===== config.mk =====
export PLATFORM = sky130hd
export DESIGN_NAME = dmem_arbiter
export DESIGN_NICKNAME = d
export VERILOG_FILES = /design/src/rtl/dmem_arb_pkg.sv /design/src/rtl/dmem_arbiter.sv
export SDC_FILE = /design/constraint.sdc
export NUM_CORES = 1
export LEC_CHECK = 0
export BUFFER_PORTS_ARGS = -buffer_cell sky130_fd_sc_hd__buf_4
export CAP_MARGIN = 10
export CORE_AREA = 3 3 105 107
export CTS_CLUSTER_DIAMETER = 40
export DETAILED_ROUTE_END_ITERATION = 7
export DIE_AREA = 0 0 108 110
export PLACE_DENSITY_LB_ADDON = 0.25
export SETUP_SLACK_MARGIN = 0.02
export SLEW_MARGIN = 20
export SYNTH_ARGS = -nofsm -noshare
export SYNTH_HDL_FRONTEND = slang
export SYNTH_SLANG_ARGS = --single-unit
export TNS_END_PERCENT = 10

===== constraint.sdc =====
create_clock -name clock -period 2.82 [get_ports clock]
set_input_delay 0.282 -clock clock [delete_from_list [all_inputs] [get_ports clock]]
set_output_delay 0.282 -clock clock [all_outputs]
set_load 0.005 [all_outputs]

===== src/rtl/dmem_arb_pkg.sv =====
// dmem_arb_pkg: shared types and constants for the data-memory arbiter.
package dmem_arb_pkg;
    typedef enum logic [1:0] {IDLE, ACCESS, RESP} arb_state_t;
    typedef enum logic {OWN_CPU, OWN_VGA} arb_owner_t;
    localparam logic [2:0] MEMOP_WORD = 3'b010;
endpackage


===== src/rtl/dmem_arbiter.sv =====
// dmem_arbiter: shares the data-memory port between CPU and VGA fetch,
// fixed 3-cycle transactions, round-robin ties, urgent VGA overrides.
module dmem_arbiter
    import dmem_arb_pkg::*;
#(
    parameter int ADDR_W = 32,
    parameter int DATA_W = 32
) (
    input  logic              clock,
    input  logic              reset,
    input  logic              cpu_req,
    input  logic              cpu_we,
    input  logic [ADDR_W-1:0] cpu_addr,
    input  logic [DATA_W-1:0] cpu_wdata,
    input  logic [2:0]        cpu_memop,
    output logic              cpu_ack,
    output logic [DATA_W-1:0] cpu_rdata,
    input  logic              vga_req,
    input  logic              vga_urgent,
    input  logic [ADDR_W-1:0] vga_addr,
    output logic              vga_ack,
    output logic [DATA_W-1:0] vga_rdata,
    output logic [ADDR_W-1:0] mem_addr,
    output logic              mem_we,
    output logic [DATA_W-1:0] mem_wdata,
    output logic [2:0]        mem_memop,
    input  logic [DATA_W-1:0] mem_rdata,
    output logic              busy
);
    arb_state_t state, state_next;
    arb_owner_t owner, last_grant, winner;
    logic any_req;

    always_comb begin
        any_req    = cpu_req | vga_req;
        winner     = (vga_req && (vga_urgent || !cpu_req || last_grant == OWN_CPU)) ? OWN_VGA : OWN_CPU;
        state_next = (state == IDLE) ? (any_req ? ACCESS : IDLE) : (state == ACCESS) ? RESP : IDLE;
        busy       = state != IDLE;
        cpu_ack    = state == RESP && owner == OWN_CPU;
        vga_ack    = state == RESP && owner == OWN_VGA;
        cpu_rdata  = cpu_ack ? mem_rdata : '0;
        vga_rdata  = vga_ack ? mem_rdata : '0;
    end

    always_ff @(posedge clock or posedge reset) begin
        if (reset) begin
            state      <= IDLE;
            owner      <= OWN_CPU;
            last_grant <= OWN_VGA;
            mem_addr   <= '0;
            mem_we     <= 1'b0;
            mem_wdata  <= '0;
            mem_memop  <= '0;
        end else begin
            state <= state_next;
            if (state == IDLE && any_req) begin
                owner      <= winner;
                last_grant <= winner;
                mem_addr   <= (winner == OWN_VGA) ? vga_addr : cpu_addr;
                mem_we     <= winner == OWN_CPU && cpu_we;
                mem_wdata  <= (winner == OWN_VGA) ? '0 : cpu_wdata;
                mem_memop  <= (winner == OWN_VGA) ? MEMOP_WORD : cpu_memop;
            end else if (state == ACCESS) begin
                // write strobe is confined to the single ACCESS cycle
                mem_we <= 1'b0;
            end
        end
    end
endmodule


==> results of run 1 <==
-- Yosys cell counts --
| cell | count | share of area |
|---|---|---|
| sky130_fd_sc_hd__dfrtp_1 | 71 | 0.45 |
| sky130_fd_sc_hd__mux2_4 | 2 | 0.0075 |
| sky130_fd_sc_hd__a21oi_1 | 3 | 0.0038 |
| sky130_fd_sc_hd__nand3b_4 | 1 | 0.0050 |
| sky130_fd_sc_hd__inv_1 | 35 | 0.033 |
| sky130_fd_sc_hd__nand3_1 | 67 | 0.084 |
| sky130_fd_sc_hd__dfstp_2 | 1 | 0.0066 |
| sky130_fd_sc_hd__nor2b_1 | 1 | 0.0016 |
| sky130_fd_sc_hd__o2bb2ai_1 | 34 | 0.075 |
| sky130_fd_sc_hd__o32ai_1 | 1 | 0.0022 |
| sky130_fd_sc_hd__inv_4 | 1 | 0.0016 |
| sky130_fd_sc_hd__buf_1 | 3 | 0.0028 |
| sky130_fd_sc_hd__o221ai_1 | 4 | 0.0088 |
| sky130_fd_sc_hd__buf_2 | 20 | 0.025 |
| sky130_fd_sc_hd__nor2_1 | 1 | 0.00094 |
| sky130_fd_sc_hd__nor3b_1 | 1 | 0.0019 |
| sky130_fd_sc_hd__or2_1 | 1 | 0.0016 |
| sky130_fd_sc_hd__nand2_4 | 1 | 0.0028 |
| sky130_fd_sc_hd__and2_1 | 65 | 0.10 |
| sky130_fd_sc_hd__o221ai_2 | 28 | 0.11 |
| sky130_fd_sc_hd__nand4_1 | 32 | 0.050 |
| sky130_fd_sc_hd__buf_6 | 4 | 0.011 |
| sky130_fd_sc_hd__and3b_1 | 1 | 0.0022 |
| sky130_fd_sc_hd__buf_4 | 2 | 0.0038 |
| sky130_fd_sc_hd__clkbuf_1 | 17 | 0.016 |
-- worst register-to-register path, delay by kind of cell (launching register included) --
family	cells	cell delay (ps)
AOI/OAI and AO/OA	1	320
and+or+nand+nor	2	1150
DFF	1	390
-- metrics by stage --
stage / total power [W] / hold slack (ps) / utilization / instances / area, um^2
finish: 0.005525 / 64.17 / 0.6063 / 779 / 6203
global route: 0.005920 / 134.9 / 0.6063 / 779 / 6203
CTS: 0.005584 / 82.87 / 0.6063 / 779 / 6203
detailed placement: 0.004784 / 464.8 / 0.5887 / 763 / 6023
global placement: 0.004707 / 449.5 / 0.5887 / 763 / 6023
floorplan: 0.003440 / 421.7 / - / 397 / 3989
-- final timing paths --
check / from / cells past startpoint / endpoint / slack [ps]
max in group asynchronous: reset / 3 / last_grant / 2030
worst min-delay path: reset / 2 / mem_wdata[1] / 60
worst max register to register: last_grant / 3 / mem_addr[29] / 780
worst min register to register: mem_wdata[8] / 1 / mem_wdata[8] / 490
min in group clock: cpu_wdata[29] / 3 / mem_wdata[29] / 190
worst max-delay path: state[0] / 3 / vga_rdata[14] / 610
-- power by group --
part	leakage (nW)	internal [W]	switching [W]	total (W)
Combinational	2.07	0.00150	0.00145	0.00295
Clock	0.0941	0.000406	0.000379	0.000785
Sequential	0.900	0.00150	0.000287	0.00179
Total	3.06	0.00341	0.00211	0.00552
-- registers in the layout, summed over array words and instances (netlist names) --
name / count
last_grant: 1
mem_addr: 32
mem_memop: 3
mem_wdata: 32
mem_we: 1
owner: 1
state: 2
-- cell type report --
class                   instances  area share
repair buffers                276      0.3360
multi-input cells             243      0.2947
flip-flops and latches         72      0.2906
well taps                     136     0.02743
inverters                      36     0.02219
clock buffers                  12     0.02178
clock inverters                 4    0.007261
-- logic make-up (layout without fill, tap and decap cells) --
kind of cell	after synthesis	count (layout)	share of synthesized area
AOI/OAI and AO/OA	70	70	0.1948
buffers and inverters	82	328	0.09348
DFF	72	72	0.4520
muxes	2	2	0.007529
and+or+nand+nor	171	171	0.2522
-- metal layers --
layer	track usage	vias up	share of wire
met5	0	-	0
met1	0.2651	1976	0.37
met3	0.05649	20	0.084
li1	-	1914	-
met2	0.3903	196	0.53
met4	0.06943	0	0.015
==> flow_summary.json, run 1 <==
{
  "outcome": "completed",
  "crit_path_cell_trace": "and3b_1, and2_1, buf_4",
  "place.detailed.hpwl_um": 10070,
  "grt_pass1_wl_um": 20380,
  "final.setup.worst_slack_ps": 609.9,
  "cts_hold_buf": 0,
  "detailedRoute.firstPassIterationCount": 5,
  "maxClockFrequency_mhz": 452.5,
  "p_leak_nw": 3.065,
  "gp_routability_congestion": 0.7839,
  "timing.clock.skew_ps": 9.418,
  "critPathBufInv": 1,
  "grt_start_max_net_pins": 70,
  "worstSetupPathType": "reg -> out",
  "synth-seq-area-share": 0.4520,
  "ant_nets": 0,
  "synthesis.yosys.warnings": 0,
  "worstSetupEndpointType": "output port",
  "cts.root.buffer_cell": "sky130_fd_sc_hd__clkbuf_8",
  "die_width_um": 108,
  "sequential_area_um2": 1803,
  "tritoncts": "yes",
  "clock_sink_count": 72,
  "total_power_density_per_cell_area_nw_per_um2": 890.6,
  "final-setup-viol-count": 0,
  "grt_pass1_vias": 3756,
  "die_area_um2": 11880,
  "cpMaxStageDelayCell": "sky130_fd_sc_hd__and3b_1",
  "critical-path-max-stage-delay_ps": 790,
  "layout_common_cells": "sky130_fd_sc_hd__buf_4, sky130_fd_sc_hd__dfrtp_1, sky130_fd_sc_hd__nand3_1",
  "cap_viol_max_count": 0,
  "totalWireLength_um": 14110,
  "drt_iter0_markers": 260,
  "max_slew_margin": 0.3722,
  "die_y_um": 110,
  "vdd.ir_drop.worst_mv": 0.4201,
  "synth_fp_nets": 534,
  "dr_total_vias": 4106,
  "floorplan.initialDensity": 0.3899,
  "mostFrequentLayoutCell": "sky130_fd_sc_hd__buf_4",
  "clk_path_buf_depth": 2,
  "synth.lib_cells_used.distinct": 25,
  "htree_num_levels": 3,
  "cts_resized": 0,
  "tightestPinTransition_ps": 941.7,
  "grt.overflow.total": 0,
  "port-buffer-count": 271,
  "final_hold_viol_count": 0,
  "cts.clk_slew.worst_paths_ps": 70,
  "synthCells": 397,
  "final_max_slew_viols": 0,
  "fin_setup_tns_ps": 0,
  "period_share": 0.7837,
  "grt_setup_unrepaired": "no",
  "startpoint_type": "register",
  "cts_inserted_buffers": 9,
  "drt_drc_violations_left": 0,
  "core.rowCount": 37,
  "hold_class": "in -> async",
  "antenna_found_initial": 0,
  "multi_input_area_um2": 1828,
  "pin_count": 272,
  "netlist_area_before_placement_um2": 3989,
  "finish.net_count": 775,
  "flow.area_growth_from_synthesis_pct": 55.52,
  "viasPerCell": 5.271,
  "pre_cts_slack_ps": 727.7,
  "postCtsSetupBuffers": 0,
  "post-route-min-period_ps": 2210,
  "arrival_worst_endpoint_ps": 1930,
  "drive_above_1_share": 0.5101,
  "antenna_cells_inserted": 0,
  "critPathMaxFanout": 33,
  "core_region_area_um2": 10230,
  "syn_avg_cell_area_um2": 10.05,
  "clock_latency_ps": 340,
  "cp_top_family": "simple AND/OR/NAND/NOR gates",
  "globalRouteTotalUtil": 0.2210,
  "synth.ff_latch_count": 72,
  "filler_cell_count": 902,
  "detail_route.wl_per_cell_um": 18.11,
  "cp_data_required_time_ps": 2540
}
No activity file was read; power rests on OpenSTA's default activity.
==> inputs of run 2 (changes only) <==
--- a/config.mk
+++ b/config.mk
@@ -5,12 +5,13 @@
 export SDC_FILE = /design/constraint.sdc
 export NUM_CORES = 1
 export LEC_CHECK = 0
+export ABC_AREA = 1
 export BUFFER_PORTS_ARGS = -buffer_cell sky130_fd_sc_hd__buf_4
 export CAP_MARGIN = 10
-export CORE_AREA = 3 3 105 107
+export CORE_MARGIN = 3
+export CORE_UTILIZATION = 37
 export CTS_CLUSTER_DIAMETER = 40
 export DETAILED_ROUTE_END_ITERATION = 7
-export DIE_AREA = 0 0 108 110
 export PLACE_DENSITY_LB_ADDON = 0.25
 export SETUP_SLACK_MARGIN = 0.02
 export SLEW_MARGIN = 20
==> constraint.sdc (replaced) <==
create_clock -name clock -period 1.9 [get_ports clock]
set_input_delay 0.19 -clock clock [delete_from_list [all_inputs] [get_ports clock]]
set_output_delay 0.19 -clock clock [all_outputs]
set_load 0.005 [all_outputs]
==> run 2 against run 1 <==
Net effect: cell area up 0.36%; non-clock buffer count increased by 6; utilization rose by 2.2 points; critical path depth grew 3; setup slack got worse by 580 ps; sequential share of layout area down 0.11 points; combinational power grew 21%; highest routed layer unchanged; global-route usage down 0.099 points; synthesized area is 4.4% lower; clock power is 58% higher; via count grew 5.7%.
==> flow_summary.json, run 2 <==
{
  "floorplan.initialDensity": 0.3848,
  "vdd.ir_drop.worst_mv": 0.6336,
  "critPathMaxFanout": 8,
  "outcome": "completed",
  "flow.area_growth_from_synthesis_pct": 63.25,
  "layout_common_cells": "sky130_fd_sc_hd__buf_4, sky130_fd_sc_hd__nand2_1, sky130_fd_sc_hd__nand3_1",
  "syn_avg_cell_area_um2": 6.859,
  "clock_sink_count": 72,
  "clk_path_buf_depth": 2,
  "die_area_um2": 11560,
  "timing.clock.skew_ps": 10.25,
  "yosysMostFrequentCell": "sky130_fd_sc_hd__nand2_1",
  "clock_latency_ps": 350,
  "grt_start_max_net_pins": 72,
  "antenna_cells_inserted": 0,
  "p_leak_nw": 3.846,
  "drive_above_1_share": 0.3910,
  "gp_routability_congestion": 0.8235,
  "grt_pass1_vias": 4050,
  "total_power_density_per_cell_area_nw_per_um2": 1198,
  "fin_setup_tns_ps": 0,
  "core_region_area_um2": 9910,
  "synth.lib_cells_used.distinct": 17,
  "ant_nets": 0,
  "synth_enable_flop_cells": 0,
  "final_design_area_no_fill_um2": 6226,
  "pin_count": 272,
  "place_area_um2": 5911,
  "viasPerCell": 4.549,
  "synthDominantAreaCellType": "sky130_fd_sc_hd__dfrtp_1",
  "totalWireLength_um": 13350,
  "worstSetupEndpointType": "output port",
  "mostFrequentLayoutCell": "sky130_fd_sc_hd__buf_4",
  "final-setup-viol-count": 0,
  "synth-seq-area-share": 0.4728,
  "postSynth.topFlopCell": "sky130_fd_sc_hd__dfrtp_1",
  "synthCells": 556,
  "die_y_um": 107.5,
  "htree_num_levels": 3,
  "drt_iter0_markers": 263,
  "synthesis.yosys.warnings": 0,
  "tightestPinTransition_ps": 672.2,
  "cts.root.buffer_cell": "sky130_fd_sc_hd__clkbuf_8",
  "cp_data_required_time_ps": 1710,
  "tritoncts": "yes",
  "maxClockFrequency_mhz": 534.5,
  "arrival_worst_endpoint_ps": 1680,
  "detail_route.wl_per_cell_um": 13.99,
  "cts_inserted_buffers": 9,
  "port-buffer-count": 271,
  "period_share": 0.9847,
  "r2r_slack_ps": 330,
  "grt.overflow.total": 0,
  "cap_viol_max_count": 0,
  "max_slew_margin": 0.5519,
  "reg.largest.list": "mem_addr x32, mem_wdata x32, mem_memop x3",
  "final_max_slew_viols": 0,
  "netlist_area_before_placement_um2": 3814,
  "detailedRoute.firstPassIterationCount": 4,
  "final_hold_viol_count": 0,
  "drt_drc_violations_left": 0,
  "synth.top_cells.by_count": "sky130_fd_sc_hd__nand2_1, sky130_fd_sc_hd__inv_1, sky130_fd_sc_hd__nand3_1, sky130_fd_sc_hd__dfrtp_1, sky130_fd_sc_hd__nor2_1",
  "grt_setup_unrepaired": "yes",
  "antenna_found_initial": 0,
  "hold_class": "in -> reg",
  "synth.ff_latch_count": 72,
  "worstSetupPathType": "reg -> out",
  "dr_total_vias": 4340,
  "startpoint_type": "register",
  "place.detailed.hpwl_um": 10050,
  "core.rowCount": 36,
  "asyncSetResetFlopFracSynth": 1.000,
  "ys_top_cells_by_area": "sky130_fd_sc_hd__dfrtp_1, sky130_fd_sc_hd__nand2_1, sky130_fd_sc_hd__nand3_1",
  "finish.net_count": 953,
  "synth_fp_nets": 693,
  "globalRouteTotalUtil": 0.2200,
  "die_width_um": 107.5,
  "grt_pass1_wl_um": 20080,
  "post-route-min-period_ps": 1871,
  "cts.clk_slew.worst_paths_ps": 80,
  "synth_largest_type_area_fraction": 0.4659
}
## run 2: cell count changes after synthesis, moves of 3 or more
cell / previous run / this run
sky130_fd_sc_hd__o221ai_1: 4 / 0
sky130_fd_sc_hd__o221ai_2: 28 / 0
sky130_fd_sc_hd__o2bb2ai_1: 34 / 0
sky130_fd_sc_hd__inv_1: 35 / 103
sky130_fd_sc_hd__nand3_1: 67 / 101
sky130_fd_sc_hd__and2_1: 65 / 0
sky130_fd_sc_hd__clkbuf_1: 17 / 6
sky130_fd_sc_hd__a21oi_1: 3 / 0
sky130_fd_sc_hd__nor2_1: 1 / 65
sky130_fd_sc_hd__nand4_1: 32 / 0
sky130_fd_sc_hd__nand2_1: 0 / 174
## run 2: worst paths after layout
path | start | endpoint | cells past startpoint
min in group asynchronous | reset | mem_wdata[3] | 3
min reg2reg | mem_addr[4] | mem_addr[4] | 2
max reg2reg | state[0] | mem_addr[25] | 6
max | state[1] | cpu_rdata[7] | 6
max in group asynchronous | reset | mem_wdata[5] | 4
min | cpu_wdata[25] | mem_wdata[25] | 3
## run 2: timing repair
item	CTS	global route
setup buffers	3	0
endpoints found under the hold margin	26	0
gates cloned	1	0
resized for setup	4	20
setup endpoints to repair	32	101
pin swaps	0	1
hold buffers	1	0
## run 2: metal layers
metal	wire, um	GRT usage	share of wire
met3	1222	0.06299	0.092
met2	6988	0.3996	0.52
met1	4650	0.2390	0.35
met4	488	0.08837	0.037
met5	0	0	0
## run 2: logic make-up (layout without fill, tap and decap cells)
logic type	after synthesis	after routing	synth area share
compound gates	2	2	0.002625
buf+inv	138	403	0.1483
flops	72	72	0.4728
simple gates	344	344	0.3763
## run 2: layout make-up
| class | instances | area (um^2) |
|---|---|---|
| Fill cell | 885 | 3684 |
| Timing Repair Buffer | 282 | 2147 |
| Sequential cell | 72 | 1803 |
| Multi-Input combinational cell | 346 | 1494 |
| Inverter | 104 | 400.4 |
| Tap cell | 133 | 166.4 |
| Clock buffer | 12 | 155.1 |
| Clock inverter | 4 | 52.55 |
| Timing Repair inverter | 1 | 7.507 |
## run 2: critical path: stages, from the launching register on
cell and delay [ps]:
sky130_fd_sc_hd__dfrtp_1 400, sky130_fd_sc_hd__inv_2 70, sky130_fd_sc_hd__nor3_4 310, sky130_fd_sc_hd__clkinvlp_4 170
sky130_fd_sc_hd__buf_6 160, sky130_fd_sc_hd__nor2_1 100, sky130_fd_sc_hd__buf_4 120
## run 2: through the flow
step	std cells	total power [W]	worst slack (ps)	util	hold slack [ps]
floorplan	556	0.004221	620.0	-	330.8
global placement	933	0.006047	239.7	0.5965	297.5
detailed placement	933	0.006144	135.3	0.5965	312.7
CTS	954	0.007488	56.90	0.6230	46.71
global route	954	0.008053	-93.02	0.6283	51.52
finish	954	0.007461	29.15	0.6283	64.57
## run 2: power breakdown
group	total (W)	switching, W	leakage (nW)	internal, W
logic	0.00358	0.00184	2.84	0.00174
registers	0.00264	0.000420	0.901	0.00222
clock network	0.00124	0.000561	0.107	0.000681
total	0.00746	0.00282	3.85	0.00464
